## src/rtl/mips_ctrl_pkg.sv

```systemverilog
// Shared encodings for the multicycle MIPS control unit:
// state enum, mux selects, ALU ops, opcodes/functs, exception causes.
package mips_ctrl_pkg;

  typedef enum logic [3:0] {
    ST_RESET,
    ST_FETCH,
    ST_FETCH_IR,
    ST_DECODE,
    ST_EXEC_R,
    ST_R_WB,
    ST_EXEC_I,
    ST_I_WB,
    ST_MEM_ADDR,
    ST_MEM_RD,
    ST_MEM_WB,
    ST_MEM_WR,
    ST_BRANCH,
    ST_JUMP,
    ST_EXC_ILL,
    ST_EXC_OVF
  } state_e;

  localparam logic [1:0] SRCA_PC   = 2'b00;
  localparam logic [1:0] SRCA_A    = 2'b01;
  localparam logic [1:0] SRCA_J26  = 2'b10;
  localparam logic [1:0] SRCA_MDR  = 2'b11;

  localparam logic [1:0] SRCB_B    = 2'b00;
  localparam logic [1:0] SRCB_4    = 2'b01;
  localparam logic [1:0] SRCB_IMM  = 2'b10;
  localparam logic [1:0] SRCB_IMM4 = 2'b11;

  localparam logic [2:0] ALU_ADD = 3'b000;
  localparam logic [2:0] ALU_SUB = 3'b001;
  localparam logic [2:0] ALU_AND = 3'b010;
  localparam logic [2:0] ALU_OR  = 3'b011;
  localparam logic [2:0] ALU_SLT = 3'b100;

  localparam logic [1:0] PCS_ALU    = 2'b00;
  localparam logic [1:0] PCS_ALUOUT = 2'b01;
  localparam logic [1:0] PCS_JUMP   = 2'b10;
  localparam logic [1:0] PCS_EXC    = 2'b11;

  localparam logic [5:0] OP_R    = 6'h00;
  localparam logic [5:0] OP_J    = 6'h02;
  localparam logic [5:0] OP_BEQ  = 6'h04;
  localparam logic [5:0] OP_ADDI = 6'h08;
  localparam logic [5:0] OP_LW   = 6'h23;
  localparam logic [5:0] OP_SW   = 6'h2B;

  localparam logic [5:0] FN_ADD = 6'h20;
  localparam logic [5:0] FN_SUB = 6'h22;
  localparam logic [5:0] FN_AND = 6'h24;
  localparam logic [5:0] FN_OR  = 6'h25;
  localparam logic [5:0] FN_SLT = 6'h2A;

  localparam logic [1:0] EXC_NONE = 2'b00;
  localparam logic [1:0] EXC_ILL  = 2'b01;
  localparam logic [1:0] EXC_OVF  = 2'b10;

  typedef struct packed {
    logic [1:0] srca;
    logic [1:0] srcb;
    logic [2:0] alu_op;
    logic [1:0] pc_src;
    logic       pc_write;
    logic       pc_write_cond;
    logic       iord;
    logic       mem_read;
    logic       mem_write;
    logic       ir_write;
    logic       reg_write;
    logic       reg_dst;
    logic       mem_to_reg;
    logic       epc_write;
    logic [1:0] exc_cause;
    logic       done;
  } ctrl_t;

  function automatic logic [2:0] funct_aluop(
    input logic [5:0] fn
  );
    logic [2:0] op;
    unique case (fn)
      FN_SUB:  op = ALU_SUB;
      FN_AND:  op = ALU_AND;
      FN_OR:   op = ALU_OR;
      FN_SLT:  op = ALU_SLT;
      default: op = ALU_ADD;
    endcase
    return op;
  endfunction

  function automatic logic is_legal(
    input logic [5:0] op,
    input logic [5:0] fn
  );
    logic ok;
    unique case (op)
      OP_R: ok = (fn == FN_ADD) || (fn == FN_SUB)
              || (fn == FN_AND) || (fn == FN_OR)
              || (fn == FN_SLT);
      OP_J, OP_BEQ, OP_ADDI,
      OP_LW, OP_SW: ok = 1'b1;
      default: ok = 1'b0;
    endcase
    return ok;
  endfunction

endpackage

```

## src/rtl/ctrl_wait_cnt.sv

```systemverilog
// Memory wait down-counter shared by FETCH, MEM_RD and MEM_WR.
// load_i rearms it; done_o is high on the last cycle of the access.
module ctrl_wait_cnt #(
  parameter int MEM_WAIT = 1
) (
  input  logic clk,
  input  logic reset,
  input  logic load_i,
  output logic done_o
);

  localparam int CW = (MEM_WAIT > 1) ? $clog2(MEM_WAIT) : 1;

  logic [CW-1:0] cnt_q, cnt_d;

  always_comb begin
    cnt_d = cnt_q;
    if (load_i)
      cnt_d = CW'(MEM_WAIT - 1);
    else if (cnt_q != '0)
      cnt_d = cnt_q - 1'b1;
  end

  always_ff @(posedge clk) begin
    if (reset) cnt_q <= '0;
    else       cnt_q <= cnt_d;
  end

  assign done_o = (cnt_q == '0);

endmodule

```

## src/rtl/mc_control_unit.sv

```systemverilog
// Multicycle MIPS control FSM (fetch/decode/execute/mem/writeback).
// Define MC_CTRL_EXC_EN to trap illegal instructions and overflow.
module mc_control_unit
  import mips_ctrl_pkg::*;
#(
  parameter int MEM_WAIT = 1
) (
  input  logic       clk,
  input  logic       reset,
  input  logic [5:0] w_Opcode,
  input  logic [5:0] w_Funct,
  input  logic       w_Zero,
  input  logic       w_Overflow,
  output logic [1:0] w_ALUSrcA,
  output logic [1:0] w_ALUSrcB,
  output logic [2:0] w_ALUOp,
  output logic [1:0] w_PCSource,
  output logic       w_PCWrite,
  output logic       w_PCWriteCond,
  output logic       w_IorD,
  output logic       w_MemRead,
  output logic       w_MemWrite,
  output logic       w_IRWrite,
  output logic       w_RegWrite,
  output logic       w_RegDst,
  output logic       w_MemToReg,
  output logic       w_EPCWrite,
  output logic [1:0] w_ExcCause,
  output logic       w_InstrDone
);

`ifdef MC_CTRL_EXC_EN
  localparam logic   EXC_EN = 1'b1;
  localparam state_e ST_ILL = ST_EXC_ILL;
`else
  localparam logic   EXC_EN = 1'b0;
  localparam state_e ST_ILL = ST_FETCH;
`endif

  state_e state_q, state_d;
  ctrl_t  c;
  logic   wait_done;
  logic   legal;
  logic   addsub;
  logic   zero_unused;

  // Zero only qualifies PCWriteCond inside the datapath.
  assign zero_unused = w_Zero;
  assign legal  = is_legal(w_Opcode, w_Funct);
  assign addsub = (w_Funct == FN_ADD)
               || (w_Funct == FN_SUB);

  ctrl_wait_cnt #(
    .MEM_WAIT (MEM_WAIT)
  ) u_wait (
    .clk    (clk),
    .reset  (reset),
    .load_i (state_d != state_q),
    .done_o (wait_done)
  );

  always_ff @(posedge clk) begin
    if (reset) state_q <= ST_RESET;
    else       state_q <= state_d;
  end

  always_comb begin
    state_d = state_q;
    unique case (state_q)
      ST_RESET:    state_d = ST_FETCH;
      ST_FETCH:
        if (wait_done) state_d = ST_FETCH_IR;
      ST_FETCH_IR: state_d = ST_DECODE;
      ST_DECODE: begin
        unique case (w_Opcode)
          OP_R:    state_d = legal ? ST_EXEC_R
                                   : ST_ILL;
          OP_ADDI: state_d = ST_EXEC_I;
          OP_LW,
          OP_SW:   state_d = ST_MEM_ADDR;
          OP_BEQ:  state_d = ST_BRANCH;
          OP_J:    state_d = ST_JUMP;
          default: state_d = ST_ILL;
        endcase
      end
      ST_EXEC_R:
        state_d = (EXC_EN && w_Overflow && addsub)
                ? ST_EXC_OVF : ST_R_WB;
      ST_EXEC_I:
        state_d = (EXC_EN && w_Overflow)
                ? ST_EXC_OVF : ST_I_WB;
      ST_MEM_ADDR:
        state_d = (w_Opcode == OP_SW)
                ? ST_MEM_WR : ST_MEM_RD;
      ST_MEM_RD:
        if (wait_done) state_d = ST_MEM_WB;
      ST_MEM_WR:
        if (wait_done) state_d = ST_FETCH;
      default:     state_d = ST_FETCH;
    endcase
  end

  always_comb begin
    c = '0;
    unique case (state_q)
      ST_RESET: ;
      ST_FETCH: c.mem_read = 1'b1;
      ST_FETCH_IR: begin
        c.ir_write = 1'b1;
        c.srcb     = SRCB_4;
        c.pc_write = 1'b1;
      end
      ST_DECODE: begin
        c.srcb = SRCB_IMM4;
        c.done = !EXC_EN && !legal;
      end
      ST_EXEC_R: begin
        c.srca   = SRCA_A;
        c.srcb   = SRCB_B;
        c.alu_op = funct_aluop(w_Funct);
      end
      ST_R_WB: begin
        c.reg_dst   = 1'b1;
        c.reg_write = 1'b1;
        c.done      = 1'b1;
      end
      ST_EXEC_I, ST_MEM_ADDR: begin
        c.srca = SRCA_A;
        c.srcb = SRCB_IMM;
      end
      ST_I_WB: begin
        c.reg_write = 1'b1;
        c.done      = 1'b1;
      end
      ST_MEM_RD: begin
        c.iord     = 1'b1;
        c.mem_read = 1'b1;
      end
      ST_MEM_WB: begin
        c.mem_to_reg = 1'b1;
        c.reg_write  = 1'b1;
        c.done       = 1'b1;
      end
      ST_MEM_WR: begin
        c.iord      = 1'b1;
        c.mem_write = 1'b1;
        c.done      = wait_done;
      end
      ST_BRANCH: begin
        c.srca          = SRCA_A;
        c.alu_op        = ALU_SUB;
        c.pc_src        = PCS_ALUOUT;
        c.pc_write_cond = 1'b1;
        c.done          = 1'b1;
      end
      ST_JUMP: begin
        c.pc_src   = PCS_JUMP;
        c.pc_write = 1'b1;
        c.done     = 1'b1;
      end
      ST_EXC_ILL, ST_EXC_OVF: begin
        c.epc_write = 1'b1;
        c.pc_src    = PCS_EXC;
        c.pc_write  = 1'b1;
        c.done      = 1'b1;
        c.exc_cause = (state_q == ST_EXC_ILL)
                    ? EXC_ILL : EXC_OVF;
      end
      default: ;
    endcase
    if (!EXC_EN) begin
      c.epc_write = 1'b0;
      c.exc_cause = EXC_NONE;
    end
    // Nothing may write while reset is held.
    if (reset) c = '0;
  end

  assign w_ALUSrcA     = c.srca;
  assign w_ALUSrcB     = c.srcb;
  assign w_ALUOp       = c.alu_op;
  assign w_PCSource    = c.pc_src;
  assign w_PCWrite     = c.pc_write;
  assign w_PCWriteCond = c.pc_write_cond;
  assign w_IorD        = c.iord;
  assign w_MemRead     = c.mem_read;
  assign w_MemWrite    = c.mem_write;
  assign w_IRWrite     = c.ir_write;
  assign w_RegWrite    = c.reg_write;
  assign w_RegDst      = c.reg_dst;
  assign w_MemToReg    = c.mem_to_reg;
  assign w_EPCWrite    = c.epc_write;
  assign w_ExcCause    = c.exc_cause;
  assign w_InstrDone   = c.done;

endmodule

```

## config.mk

```make
export PLATFORM = sky130hd
export DESIGN_NAME = mc_control_unit
export DESIGN_NICKNAME = d
export VERILOG_FILES = /design/src/rtl/mips_ctrl_pkg.sv /design/src/rtl/ctrl_wait_cnt.sv /design/src/rtl/mc_control_unit.sv
export SDC_FILE = /design/constraint.sdc
export NUM_CORES = 1
export LEC_CHECK = 0
export BUFFER_PORTS_ARGS = -buffer_cell sky130_fd_sc_hd__clkbuf_2
export CAP_MARGIN = 10
export CORE_AREA = 8 8 50 52
export DETAILED_ROUTE_END_ITERATION = 16
export DIE_AREA = 0 0 58 60
export PLACE_DENSITY_LB_ADDON = 0.2
export SLEW_MARGIN = 40
export SYNTH_ARGS = -nofsm -noshare
export SYNTH_HDL_FRONTEND = slang
export SYNTH_SLANG_ARGS = --single-unit
```

## constraint.sdc

```tcl
create_clock -name clk -period 2 [get_ports clk]
set_clock_uncertainty 0.2 [all_clocks]
set_input_delay 0.3 -clock clk [delete_from_list [all_inputs] [get_ports clk]]
set_output_delay 0.3 -clock clk [all_outputs]
set_load 0.1 [all_outputs]
```

Word level (Yosys, flattened, before mapping)
Cells that the tools add are included.
Widths: inputs -> output; s select.
- register bits after elaboration: 5
- bits of input ports: 16
- output and inout bits: 22
- logic and storage cells: 71
- equal/unequal tests: 26
- $add $sub $neg: 1
- bitwise logic cells: 1
- reductions and logical operators: 17
- mux-type cells: 24
- operators with widths (kind ; number):
    $eq 6x6->1 const B ; 7
    $eq 4x4->1 const B ; 8
    $pmux 4 s8 ; 1
    $mux 22 ; 1
    $pmux 4 s5 ; 1
    $eq 4x3->1 const B ; 4
    $mux 4 ; 3
    $pmux 2 s3 ; 2
    $pmux 3 s4 ; 1
    $mux 1 ; 10
    $reduce_or 2->1 ; 5
    $eq 4x2->1 const B ; 2
    $reduce_or 4->1 ; 2
    $reduce_or 7->1 ; 1
    $eq 6x2->1 const B ; 1
    $eq 6x3->1 const B ; 1
    $eq 6x4->1 const B ; 1
    $logic_not 6->1 ; 1
    $pmux 3 s2 ; 1
    $reduce_or 3->1 ; 2
    $reduce_or 5->1 ; 1
    $eq 4x1->1 const B ; 1
    $logic_or 1x1->1 ; 4
    $ne 4x4->1 ; 1
    7 further kinds ; 7

Logic depth before layout (Yosys ltp)
- depth after elaboration: 11
- gate-level depth with buffers: 6
- mapped depth without buffers: 5

Cells and area by module
A second synthesis with hierarchy kept.
- cells, all modules: 111
- area total of the unflattened synthesis: 734.5 sq um
- by module, submodules not included (module ; times used ; cells each ; area an instance (sq um) ; sequential area each (sq um)):
    mc_control_unit ; 1 ; 108 ; 706.9 ; 80.1
    ctrl_wait_cnt ; 1 ; 3 ; 27.5 ; 20.0

Worst setup path before layout
OpenSTA, ideal clock, no wires.
- path type: register to output
- start: register state_q[0]
- end: output w_PCWrite
- path buffers: 1
- data arrival time: 4.255 ns
- stages on the path, launching flop included: 4
- path slack: -2.755 ns
- path through: dfxtp_1 -> buf_2 -> nor4_1 -> or2_2
- cells in the longest elaborated chain, start to end: 4
- ends and longest elaborated chain (what ; RTL line ; RTL):
    start, declared ; mc_control_unit.sv:40 ; state_e state_q, state_d;
    start signal, assigned ; mc_control_unit.sv:64 ; else state_q <= state_d;
    $eq 4x4->1 (tied with other cells) ; -- ;
    $reduce_or 4->1 (no line) * ; -- ;
    $mux 1 * ; mc_control_unit.sv:105 ; unique case (state_q)
    $mux 22 * ; mc_control_unit.sv:176 ; if (reset) c = '0;
    end, declared ; mc_control_unit.sv:18 ; output logic w_PCWrite,
Mark *: on every way between the ends. The rest lies on a longest branch, timed or not.

Worst setup path after layout
- start: register state_q[2]
- end: output w_ALUOp[0]
- cells in the longest elaborated chain, start to end: 3
- ends and longest elaborated chain (what ; RTL line ; RTL):
    $eq 4x4->1 or $eq 4x3->1 (tied branches) ; mc_control_unit.sv:105 ;
    $pmux 3 s2 * ; mc_control_unit.sv:105 ;
    $mux 22 * ; mc_control_unit.sv:176 ;
    end, declared ; mc_control_unit.sv:16 ; output logic [2:0] w_ALUOp,
Marked as above.

==> results.sh <==
export IMPL_ir_drop_v=0.000352
export IMPL_drt_initial_drc_count=42
export IMPL_seqCellArea_um2=113
export IMPL_synth_top_area_share_pct=14.2
export IMPL_fmax_ghz=0.471
export IMPL_clk_path_buf_depth=2
export IMPL_ant_nets=0
export IMPL_row_count=16
export IMPL_slowest_delay_ps=380
export IMPL_crit_path_end_kind="output pin"
export IMPL_path_cells="nor2b_4 -> nand4_1 -> buf_6 -> o32ai_4 -> buf_12"
export IMPL_p_per_area_nw_per_um2=271
export IMPL_synth_warnings=0
export IMPL_yosys_area_top_type="dfxtp_1"
export IMPL_fin_ws_ps=-122
export IMPL_routabilityCongestion=0.963
export IMPL_cp_arrival_ps=1620
export IMPL_grt_busiest_layer="met2"
export IMPL_yosys_top_cells_area="dfxtp_1, nor2_1, a21oi_1"
export IMPL_die_h_um=60
export IMPL_num_vias=1103
export IMPL_mostFrequentLayoutCells="buf_4, buf_12, clkbuf_2"
export IMPL_antenna_found_initial=0
export IMPL_outcome="complete, but fails checks"
export IMPL_ios=38
export IMPL_violations="negative setup slack"
export IMPL_multiInputGateArea_um2=806
export IMPL_use_met2_pct=37.6
export IMPL_met3_usage_pct=3.44
export IMPL_crit_fanout=6
export IMPL_synth_enable_flop_cells=0
export IMPL_clkSinkCount=5
export IMPL_clk_pin_slew_ps=40
export IMPL_nFillCells=70
export IMPL_clk_latency_ps=250
export IMPL_wl_um=3660
export IMPL_rsz0062_at_grt="true"
export IMPL_drv_cap=0
export IMPL_cts_hold_buf=0
export IMPL_dieWidth_um=58
export IMPL_dp_hpwl_um=2360
export IMPL_core_area_um2=1800
export IMPL_hold_ws_ps=266
export IMPL_drive_above_1_share_pct=63.1
export IMPL_cts_tree="built"
export IMPL_groute_usage_overall_pct=21.2
export IMPL_yosysSeqAreaShare_pct=14.2
export IMPL_fin_crit_ps=2120
export IMPL_cp_start_kind="flop"
export IMPL_slowest_stage="dfxtp_4"
export IMPL_dieArea_um2=3480
export IMPL_overflow=0
export IMPL_required_ps=1500
export IMPL_fin_crit_sh_pct=106
export IMPL_start_util_pct=39.1
export IMPL_viasPerCell=6.20
export IMPL_grt_max_degree=13
export IMPL_drtPass1Iterations=6
export IMPL_clockRootBuffer="clkbuf_4"
export IMPL_critPathKind="reg -> out"
export IMPL_synth_cell_type_count=39
export IMPL_port_buffers=31
export IMPL_synthCells=106
export IMPL_setup_viol=7
export IMPL_h_tree_depth=1
export IMPL_grt_pass1_vias=1148
export IMPL_antenna_cells=0
export IMPL_slew_violations=0
export IMPL_grt_pass1_wl_um=5690
export IMPL_cts_buffers_inserted=3
export IMPL_grt_use_met1_pct=22.0
export IMPL_post_place_ws_ps=-103
export IMPL_synth_async_reset_ratio_pct=0
export IMPL_ys_flop_type="dfxtp_1"
export IMPL_synth_area_um2=704
export IMPL_fin_nets=177
export IMPL_p_total_mw=0.447
export IMPL_yosys_register_bits=5
export IMPL_avgSynthCellArea_um2=6.65
export IMPL_path_delay_family="flip-flops"
export IMPL_drc=0
export IMPL_mostFrequentLayoutCell="buf_4"
export IMPL_hold_viol_final=0
export IMPL_critPathBufInv=2
export IMPL_syn_to_final_growth_pct=134
export IMPL_hold_path_class="in -> reg"
export IMPL_wire_per_inst_um=20.6
export IMPL_leakagePower_nw=0.625
## worst paths after layout
| path | start | endpoint | slack, ps | cells after the start |
|---|---|---|---|---|
| worst max register to register | state_q[1] | state_q[2] | 180 | 6 |
| worst min-delay path | w_Opcode[3] | state_q[0] | 270 | 4 |
| worst min register to register | state_q[0] | state_q[3] | 380 | 2 |
| worst max-delay path | state_q[2] | w_ALUOp[0] | -120 | 5 |
## cells in the mapped netlist (2+ instances only)
cell       n
nor4_1     4
o22ai_1    2
nor2_1    13
clkbuf_1   2
nor2b_1    5
nor4b_1    3
and3_1     2
o21ai_0    3
buf_4      4
nor3_1     7
nand4_1    2
buf_2      4
nand2_1    8
inv_1      6
dfxtp_1    5
a21oi_1    9
nand2b_1   5
## metrics by stage
step           util [%]  setup TNS [ps]  instances  instance area [um^2]
5_1_grt            91.7            -878        178                  1650
6_report           91.7            -437        178                  1650
2_1_floorplan         -           -2770        110                   956
3_5_place_dp       81.1            -103        169                  1460
3_3_place_gp       81.1           -93.1        169                  1460
4_1_cts            89.1            -121        176                  1610
## worst reg2reg max path: cells and delay by family (launching register included)
kind	cells	cell delay, ps
AO/OA/AOI/OAI	2	260
flip-flops	1	450
buffers and inverters	1	160
AND/OR/NAND/NOR	3	680
## kinds of logic (layout without fill, tap and decap cells)
family | count (synthesis) | after routing | share of synthesized area [%]
compound gates | 24 | 24 | 24.7
xor+xnor | 1 | 1 | 1.24
fa+ha+maj | 1 | 1 | 1.42
buf+inv | 17 | 67 | 11.9
flops | 5 | 5 | 14.2
mux | 1 | 1 | 1.42
other cells | 1 | 5 | 0.532
simple gates | 56 | 56 | 44.6
## layer usage
layer / part of all wire [%] / routed length [um]
met1: 35 / 1270
met2: 51 / 1860
met3: 8.3 / 302
met4: 6.3 / 229
met5: 0 / 0
## timing repair
| action | in CTS | in global routing |
|---|---|---|
| buffers inserted | 3 | 2 |
| setup endpoints to repair | 8 | 10 |
| pin swaps | 6 | 4 |
| gates resized for setup | 17 | 8 |
## sequential cells by signal (all words and copies together), names as in the netlist
name          flops
u_wait.cnt_q      1
state_q           4
## cell type report
cell class              instances  share of cell area (%)
clock buffers                   4                    1.59
multi-input cells              88                    48.8
inverters                       6                    1.36
flip-flops and latches          5                    6.82
well taps                      18                    1.36
repair buffers                 57                    40.1
## where the power goes
group	leakage [nW]	switching [mW]	internal [mW]	total (mW)
clock network	0.0150	0.0440	0.0756	0.120
registers	0.0436	0.00822	0.101	0.109
logic	0.566	0.141	0.0774	0.218
total	0.625	0.193	0.254	0.447
(Power assumes the default switching activity.)
